`src/rtl/mem_arbiter.sv`:
```
// rtl/mem_arbiter.sv - round-robin arbiter between instruction-fetch and data ports onto one memory
module mem_arbiter #(
  parameter int DATA_L  = 8,
  parameter int MADDR_L = 32,
  parameter int MEM_LAT = 2
) (
  input  logic               clk,
  input  logic               rst,
  input  logic               i_req,
  input  logic [MADDR_L-1:0] i_addr,
  output logic               i_ack,
  output logic [DATA_L-1:0]  i_rdata,
  input  logic               d_req,
  input  logic               d_we,
  input  logic [MADDR_L-1:0] d_addr,
  input  logic [DATA_L-1:0]  d_wdata,
  output logic               d_ack,
  output logic [DATA_L-1:0]  d_rdata,
  input  logic [DATA_L-1:0]  m_din,
  output logic [DATA_L-1:0]  m_dout,
  output logic [MADDR_L-1:0] m_raddr,
  output logic [MADDR_L-1:0] m_waddr,
  output logic               m_re,
  output logic               m_we
);

  localparam int CW = (MEM_LAT > 1) ? $clog2(MEM_LAT) : 1;

  typedef enum logic [1:0] {IDLE, ACCESS, RESP} state_t;

  state_t             state, state_nxt;
  logic               rr_d;        // 1 = data port won the last grant
  logic               gnt_d;
  logic               we_q;
  logic [MADDR_L-1:0] addr_q;
  logic [DATA_L-1:0]  wdata_q;
  logic [DATA_L-1:0]  rdata_q;
  logic [CW-1:0]      cnt;
  logic               grant;
  logic               pick_d;
  logic               last_read;

  always_ff @(posedge clk) begin
    if (rst) state <= IDLE;
    else     state <= state_nxt;
  end

  always_comb begin
    state_nxt = state;
    grant     = 1'b0;
    last_read = 1'b0;
    pick_d    = d_req && !(i_req && rr_d);
    case (state)
      IDLE: begin
        if (i_req || d_req) begin
          grant     = 1'b1;
          state_nxt = ACCESS;
        end
      end
      ACCESS: begin
        if (we_q) begin
          state_nxt = RESP;
        end else if (cnt == '0) begin
          last_read = 1'b1;
          state_nxt = RESP;
        end
      end
      RESP:    state_nxt = IDLE;
      default: state_nxt = IDLE;
    endcase
  end

  always_ff @(posedge clk) begin
    if (rst) begin
      rr_d    <= 1'b0;
      gnt_d   <= 1'b0;
      we_q    <= 1'b0;
      addr_q  <= '0;
      wdata_q <= '0;
      rdata_q <= '0;
      cnt     <= '0;
    end else begin
      if (grant) begin
        gnt_d  <= pick_d;
        rr_d   <= pick_d;
        we_q   <= pick_d && d_we;
        addr_q <= pick_d ? d_addr : i_addr;
        if (pick_d) wdata_q <= d_wdata;
        cnt    <= CW'(MEM_LAT - 1);
      end else if (state == ACCESS && !we_q && cnt != '0) begin
        cnt <= cnt - 1'b1;
      end
      if (last_read) rdata_q <= m_din;
    end
  end

  assign m_re    = (state == ACCESS) && !we_q;
  assign m_we    = (state == ACCESS) && we_q;
  assign m_raddr = addr_q;
  assign m_waddr = addr_q;
  assign m_dout  = wdata_q;
  assign i_ack   = (state == RESP) && !gnt_d;
  assign d_ack   = (state == RESP) && gnt_d;
  assign i_rdata = rdata_q;
  assign d_rdata = rdata_q;

endmodule

```
`config.mk`:
```
export PLATFORM = sky130hd
export DESIGN_NAME = mem_arbiter
export DESIGN_NICKNAME = d
export VERILOG_FILES = /design/src/rtl/mem_arbiter.sv
export SDC_FILE = /design/constraint.sdc
export NUM_CORES = 1
export LEC_CHECK = 0
export ABC_AREA = 1
export BUFFER_PORTS_ARGS = -buffer_cell sky130_fd_sc_hd__buf_4
export CAP_MARGIN = 10
export CORE_MARGIN = 2
export CORE_UTILIZATION = 48
export DETAILED_ROUTE_END_ITERATION = 10
export GPL_TIMING_DRIVEN = 0
export PLACE_DENSITY = 0.88
export REMOVE_ABC_BUFFERS = 1
export SETUP_SLACK_MARGIN = 0.2
export SKIP_CTS_REPAIR_TIMING = 1
export SYNTH_ARGS = -nofsm -noshare
export SYNTH_HDL_FRONTEND = slang
export SYNTH_SLANG_ARGS = --single-unit
```
`constraint.sdc`:
```
create_clock -name clk -period 3.19 [get_ports clk]
set_input_delay 0 -clock clk [delete_from_list [all_inputs] [get_ports clk]]
set_output_delay 0 -clock clk [all_outputs]
set_load 0.05 [all_outputs]
```
# ---- After elaboration in Yosys (flattened, before gate mapping)
# Cells that the tools add are included.
dict set report classes {
  n_addsub 1
  n_reduce_logical 16
  n_eq_ne 4
  n_mux 12
}
# op count
set op_table {}
lappend op_table {{$mux W32} 1}
lappend op_table {{$logic_and A1 B1 Y1} 8}
lappend op_table {{$mux W1} 7}
lappend op_table {{$mux W2} 3}
lappend op_table {{$pmux W2 S2} 1}
lappend op_table {{$reduce_and A2 Y1} 2}
lappend op_table {{$logic_not A1 Y1} 3}
lappend op_table {{$ne A3 B3 Y1 const B} 1}
lappend op_table {{$eq A2 B1 Y1 const B} 1}
lappend op_table {{$eq A2 B2 Y1 const B} 1}
lappend op_table {{$logic_not A2 Y1} 1}
lappend op_table {{$ne A2 B2 Y1 const B} 1}
lappend op_table {{$reduce_bool A2 Y1} 1}
lappend op_table {{$logic_or A1 B1 Y1} 1}
lappend op_table {{$sub A1 B1 Y1 const B} 1}
dict set report word_totals {
  register_bits 53
  in_bits 85
}

# ---- Logic depth before layout (Yosys ltp)
# Gate-level depths: netlist of the first run.
dict set report logic_depth {
  ltp_word 5
  depth_mapped 8
}

# ---- Worst setup path before layout of the first run
# Ideal clock, no wire load.
dict set report synth_timing {
  path_kind {register to output}
  start {reg state[1]}
  end {out i_ack}
  slack_ps 1755
  path_stages_with_launch 3
  arrival_ps 1435
  cell_sequence {dfxtp_1 -> inv_1 -> nor3_1}
}
dict set report synth_via {
  elab_chain_cells 2
}
# item line
set synth_rtl {}
lappend synth_rtl {{start: declaration} 31} ;# state_t state, state_nxt;
lappend synth_rtl {{start signal: assignment} 45} ;# else state <= state_nxt;
lappend synth_rtl {{$eq A2 B2 Y1} 102} ;# assign i_ack = (state == RESP) && !gnt_d;
lappend synth_rtl {{$logic_and A1 B1 Y1} 102}
lappend synth_rtl {{end: declaration} 11} ;# output logic i_ack,
# No other way between the ends.

# ---- Final worst setup path of the first run
dict set report layout_timing {
  start {reg state[0]}
  end {reg rdata_q[5] (netlist: d_rdata[5])}
}
dict set report layout_via {
  elab_chain_cells 2
}
# item line
set layout_rtl {}
lappend layout_rtl {{$eq A2 B1 Y1} 53} ;# case (state)
lappend layout_rtl {{$mux W1} 53}
lappend layout_rtl {{end signal: assignment} 93} ;# if (last_read) rdata_q <= m_din;
lappend layout_rtl {{end: declaration} 37} ;# logic [DATA_L-1:0] rdata_q;
# No other way between the ends.
# A chain may end at the register's enable or synchronous reset.

==> results of run 1 <==
## through the flow
stage | worst slack (ns) | util | hold WS, ns | instance area [um2]
after floorplan | 1.55 | - | 0.0691 | 2600
after global placement | 1.21 | 0.640 | 0.277 | 4020
after detailed placement | 1.13 | 0.640 | 0.283 | 4020
after CTS | 1.11 | 0.658 | -0.0488 | 4130
after global routing | 0.828 | 0.683 | 0.000620 | 4290
final | 1.02 | 0.683 | -0.00388 | 4290
## cell type report
type                            count  share of cell area
Clock buffer                        5              0.0160
Clock inverter                      3              0.0108
Inverter                           80              0.0700
Multi-Input combinational cell    309               0.289
Sequential cell                    53               0.247
Tap cell                           77              0.0225
Timing Repair Buffer              189               0.345
## cells in the mapped netlist
library cell  number
a21oi_1           11
and3_1             1
buf_12             2
buf_4             45
buf_6              6
buf_8              2
clkbuf_1           5
dfxtp_1           53
inv_1             80
nand2_1          152
nand2_2           11
nand3_1            9
nand4_1            1
nor2_1           119
nor2_2             1
nor2_4             2
nor3_1             2
## where the power goes
part | total, mW | switching (mW) | leakage, nW | internal, mW
Sequential | 0.800 | 0.0602 | 0.439 | 0.740
Clock | 0.454 | 0.219 | 0.0543 | 0.235
Combinational | 1.09 | 0.745 | 1.99 | 0.347
## sequential cells by signal (all words and copies together) (netlist names)
signal / flops
m_raddr: 32
state: 2
d_rdata: 8
cnt: 1
gnt_d: 1
m_dout: 8
we_q: 1
## critical path, delay by kind of cell (launching register included)
| family | cells | cell delay, ns |
|---|---|---|
| compound gates | 1 | 0.07 |
| simple gates | 3 | 1.01 |
| flops | 1 | 0.36 |
| buf+inv | 2 | 0.62 |
## layer usage
layer  vias to the layer above  part of all wire
li1                       1664                 -
met1                      1362              0.38
met2                       115              0.54
met3                         2             0.073
met4                         0            0.0039
met5                         -                 0
## cells by family (layout without fill, tap and decap cells)
group / after synthesis / in the layout / synth area share
simple gates: 298 / 298 / 0.382
buf+inv: 140 / 277 / 0.257
flops: 53 / 53 / 0.343
compound gates: 11 / 11 / 0.0178
## worst min-delay path by stage
stage	startpoint	endpoint	slack, ns	depth (start not counted)
3_5_place_dp	rst	d_rdata[5]	0.28	2
3_3_place_gp	rst	d_rdata[3]	0.28	2
6_report	i_addr[29]	m_raddr[29]	-0.004	5
4_1_cts	rst	d_rdata[5]	-0.05	2
5_1_grt	d_wdata[3]	m_dout[3]	0.0006	5
2_1_floorplan	rst	cnt	0.07	1
==> metrics.txt, run 1 <==
Setup violations, final 0; Pwr Total 2.35 mW; setup TNS 0 ns; post-synth top area share 0.343; leading area contributor after synthesis dfxtp_1; crit path capture d_rdata[5]; Leak 2.49 nW; Port Buffers 176; die height 84.3 um; fin crit share 0.682; FF+latch count, synth between 50 and 60; Clk pin slew, worst setup/hold paths 0.10 ns; first-pass GRT wire length roughly 12000 um; r2r setup slk 1.02 ns; post-route ant nets 0; most frequent cells in the layout buf_4 (176), nand2_1 (152), nor2_1 (119), inv_1 (80), dfxtp_1 (53); CP max stage cell dlygate4sd3_1; worst path required time approximately 3.4 ns; Initial Util 0.493; diodes inserted 0; Max stage delay on crit path approximately 0.55 ns; Worst-Skew Late Latency ~0.29 ns; most common cell after layout, fill and taps aside buf_4; MaxCap Viol Count 0; Mapped Area ~3100 um2; RSZ-0062 raised after global routing no; worst slew pin tran ~0.79 ns; Syn Area/Cell between 6 and 7 um2; Die Area approximately 7100 um2; Worst Setup End Kind register; WP data arrival roughly 2.4 ns; total track usage 0.196; Longest Clk Path Bufs 2; filler-free cell count of the finished design 716; Synth Instances 502; DP HPWL between 5000 and 6000 um; Hold Slack -0.00388 ns; clock root buffer clkbuf_8; RR Startpoint state[0]; Ports about 180; layout cells sized above 1 0.313; GR Layer Usage met3 0.0364; crit path cell chain inv_1 > nor2_1 > nand2_1 > nand2_1 > a21oi_1 > dlygate4sd3_1; Setup Skew 0.00468 ns; Initial DRC Count between 100 and 150; worst r2r path cells 6; crit path max fanout 11; Via density between 4 and 5; DRC 0; # fillers about 540; First-pass DRT Iterations 4; Final Hold Fails 4; crit path time final about 2.2 ns; failing checks negative hold slack; area occupied by multi-input gates 1240 um2; CP Launch Type register; critical path's most frequent cell nand2_1; Layout Nets roughly 720; busiest layer in global routing met2; Rel. slew slack 0.475; Inserted Clock Buffers 5; Clock Sinks between 50 and 60; crit path kind register to register; initial antenna violation count 0; via count 3143; Yosys warnings 0; HP Class input port to register; core area between 6000 and 7000 um2; Synth cell types 17; global route overflow 0; placed cell count 695; P&R area growth vs syn 38.7%; met2 usage in global routing 0.390; grt met1 use 0.208; vias in the first global route approximately 2800; Slew Limit Fails 0; r2r endpoint d_rdata[5]; Rows 29; final WL about 7600 um; register area roughly 1100 um2; largest net degree at the start of global routing 66; CTS tree yes; achievable clock frequency between 400 and 500 MHz; H-tree Lvls 2; chip width about 84 um; Peak VDD IR between 0.0003 and 0.0004 V; routability cong. 0.765; Power Density 547 nW/um2; outcome complete, but fails checks; routed len/inst 10.6 um; CP startpoint state[0]; synth top area cells dfxtp_1 (34%), nand2_1 (18%), nor2_1 (14%); sequential share of the synthesized area 0.343
No activity file was read; power rests on OpenSTA's default activity.
==> run 2: changes to the inputs <==
--- a/config.mk
+++ b/config.mk
@@ -9,10 +9,10 @@
 export BUFFER_PORTS_ARGS = -buffer_cell sky130_fd_sc_hd__buf_4
 export CAP_MARGIN = 10
 export CORE_MARGIN = 2
-export CORE_UTILIZATION = 48
+export CORE_UTILIZATION = 40
 export DETAILED_ROUTE_END_ITERATION = 10
 export GPL_TIMING_DRIVEN = 0
-export PLACE_DENSITY = 0.88
+export PLACE_DENSITY = 0.79
 export REMOVE_ABC_BUFFERS = 1
 export SETUP_SLACK_MARGIN = 0.2
 export SKIP_CTS_REPAIR_TIMING = 1
==> constraint.sdc (replaced) <==
create_clock -name clk -period 1.9 [get_ports clk]
set_input_delay 0 -clock clk [delete_from_list [all_inputs] [get_ports clk]]
set_output_delay 0 -clock clk [all_outputs]
set_load 0.05 [all_outputs]
==> run 2 against run 1 <==
  * The flow still finishes with violations (negative hold slack)
  * First-iteration DRC count is 57% lower
  * Sequential cell count stayed put
  * Power is 61% higher
  * Non-clock buffer count is 1 higher
  * Cell count is 3.6% higher
  * Design area is 0.35% higher
  * Sequential power is 69% higher
  * Via count is 1.1% lower
  * Wire length is 1.4% lower
  * Die area is 19% higher
  * Clock power is 34% higher
  * Largest cell class unchanged
  * Highest routed layer unchanged
==> metrics.txt, run 2 (synthesis results as in run 1) <==
Final Cell Area 4300 um2; MaxCap Viol Count 0; post-placement cell area 4050 um2; routability cong. 0.748; Worst Hold Launch i_addr[23]; final WL roughly 7500 um; CP Launch Type register; via count about 3100; failing checks negative hold slack; routed len/inst 10.1 um; Worst-Skew Late Latency about 0.29 ns; Initial DRC Count 46; diodes inserted 0; Power Density between 800 and 900 nW/um2; DRC 0; Rel. slew slack 0.480; # fillers 730; vias in the first global route approximately 2700; Rows 32; number of flip-flops in the largest register 32; WP data arrival between 1.5 and 2 ns; Leak around 2.5 nW; layout cells sized above 1 0.314; Max stage delay on crit path roughly 0.61 ns; Setup Skew between 0.0015 and 0.002 ns; Layout Nets about 720; Ports 177; First-pass DRT Iterations 4; fin crit share 0.860; area occupied by multi-input gates 1240 um2; initial antenna violation count 0; Clk pin slew, worst setup/hold paths around 0.09 ns; Pwr Total roughly 3.8 mW; worst slew pin tran a little under 0.8 ns; die height approximately 92 um; DP HPWL approximately 5200 um; Clock Sinks 53; core area between 7000 and 8000 um2; crit path max fanout 33; HP Class input port to register; P&R area growth vs syn 39.2%; Worst Setup End Kind register; Final Hold Fails 20; Finished Core Util 0.566; Die Area ~8500 um2; most frequent cells in the layout buf_4 (176), nand2_1 (152), nor2_1 (118), inv_1 (80), dfxtp_1 (53); CP max stage cell nor2_4; register area ~1100 um2; achievable clock frequency a little over 600 MHz; Peak VDD IR around 0.00035 V; Initial Util 0.407; crit path time final around 1.6 ns; Port Buffers between 150 and 200; CTS tree yes; first-pass GRT wire length between 10000 and 15000 um; Longest Clk Path Bufs 2; H-tree Lvls 2; post-route ant nets 0; global route overflow 0; RSZ-0062 raised after global routing yes; Setup violations, final 0; largest net degree at the start of global routing 66; Inserted Clock Buffers 5; worst path required time roughly 2.1 ns; clock root buffer clkbuf_8; Hold Slack -0.00940 ns; Slew Limit Fails 0; crit path cell chain inv_1 > nand2_1 > nor2_4 > nand2_1 > nor2_1 > nor2_1; chip width around 90 um; CP startpoint state[0]; outcome complete, but fails checks; total track usage 0.162; r2r setup slk between 0.2 and 0.3 ns; most common cell after layout, fill and taps aside buf_4; RR Startpoint state[0]; crit path kind register to register; Via density about 4.2
## run 2: layout make-up
type | count | share of cell area
Inverter | 80 | 0.0698
Clock buffer | 5 | 0.0160
Multi-Input combinational cell | 309 | 0.288
Tap cell | 102 | 0.0297
Timing Repair Buffer | 190 | 0.346
Sequential cell | 53 | 0.247
Clock inverter | 3 | 0.00407
## run 2: worst paths after layout
kind,end,cells after the start
worst min register to register,m_dout[2],2
worst min-delay path,m_raddr[23],5
worst max-delay path,m_raddr[0],6
worst max register to register,m_raddr[0],6
## run 2: critical path: cells and delay by family (launching register included)
family	cells	cell delay, ns
buffers and inverters	1	0.10
flip-flops	1	0.33
AND/OR/NAND/NOR	5	1.07
## run 2: report_power, final
group / total, mW / switching [mW] / internal, mW
registers: 1.35 / 0.104 / 1.24
logic: 1.83 / 1.24 / 0.584
clock network: 0.609 / 0.354 / 0.255
total: 3.78 / 1.70 / 2.08
## run 2: metal layers
layer  vias to the layer above  wire length (um)  track usage
met5                         -                 0            0
met4                         0               105       0.0473
met3                         9               551       0.0345
met2                       125              3720        0.308
met1                      1305              3120        0.180
li1                       1669                 -            -
## run 2: per-stage QoR
| stage | worst slack, ns | cells | setup TNS [ns] |
|---|---|---|---|
| floorplan | 0.263 | 442 | 0 |
| global placement | -0.0998 | 720 | -0.672 |
| detailed placement | -0.163 | 720 | -1.15 |
| CTS | -0.177 | 728 | -1.27 |
| global route | 0.104 | 742 | 0 |
| finish | 0.265 | 742 | 0 |
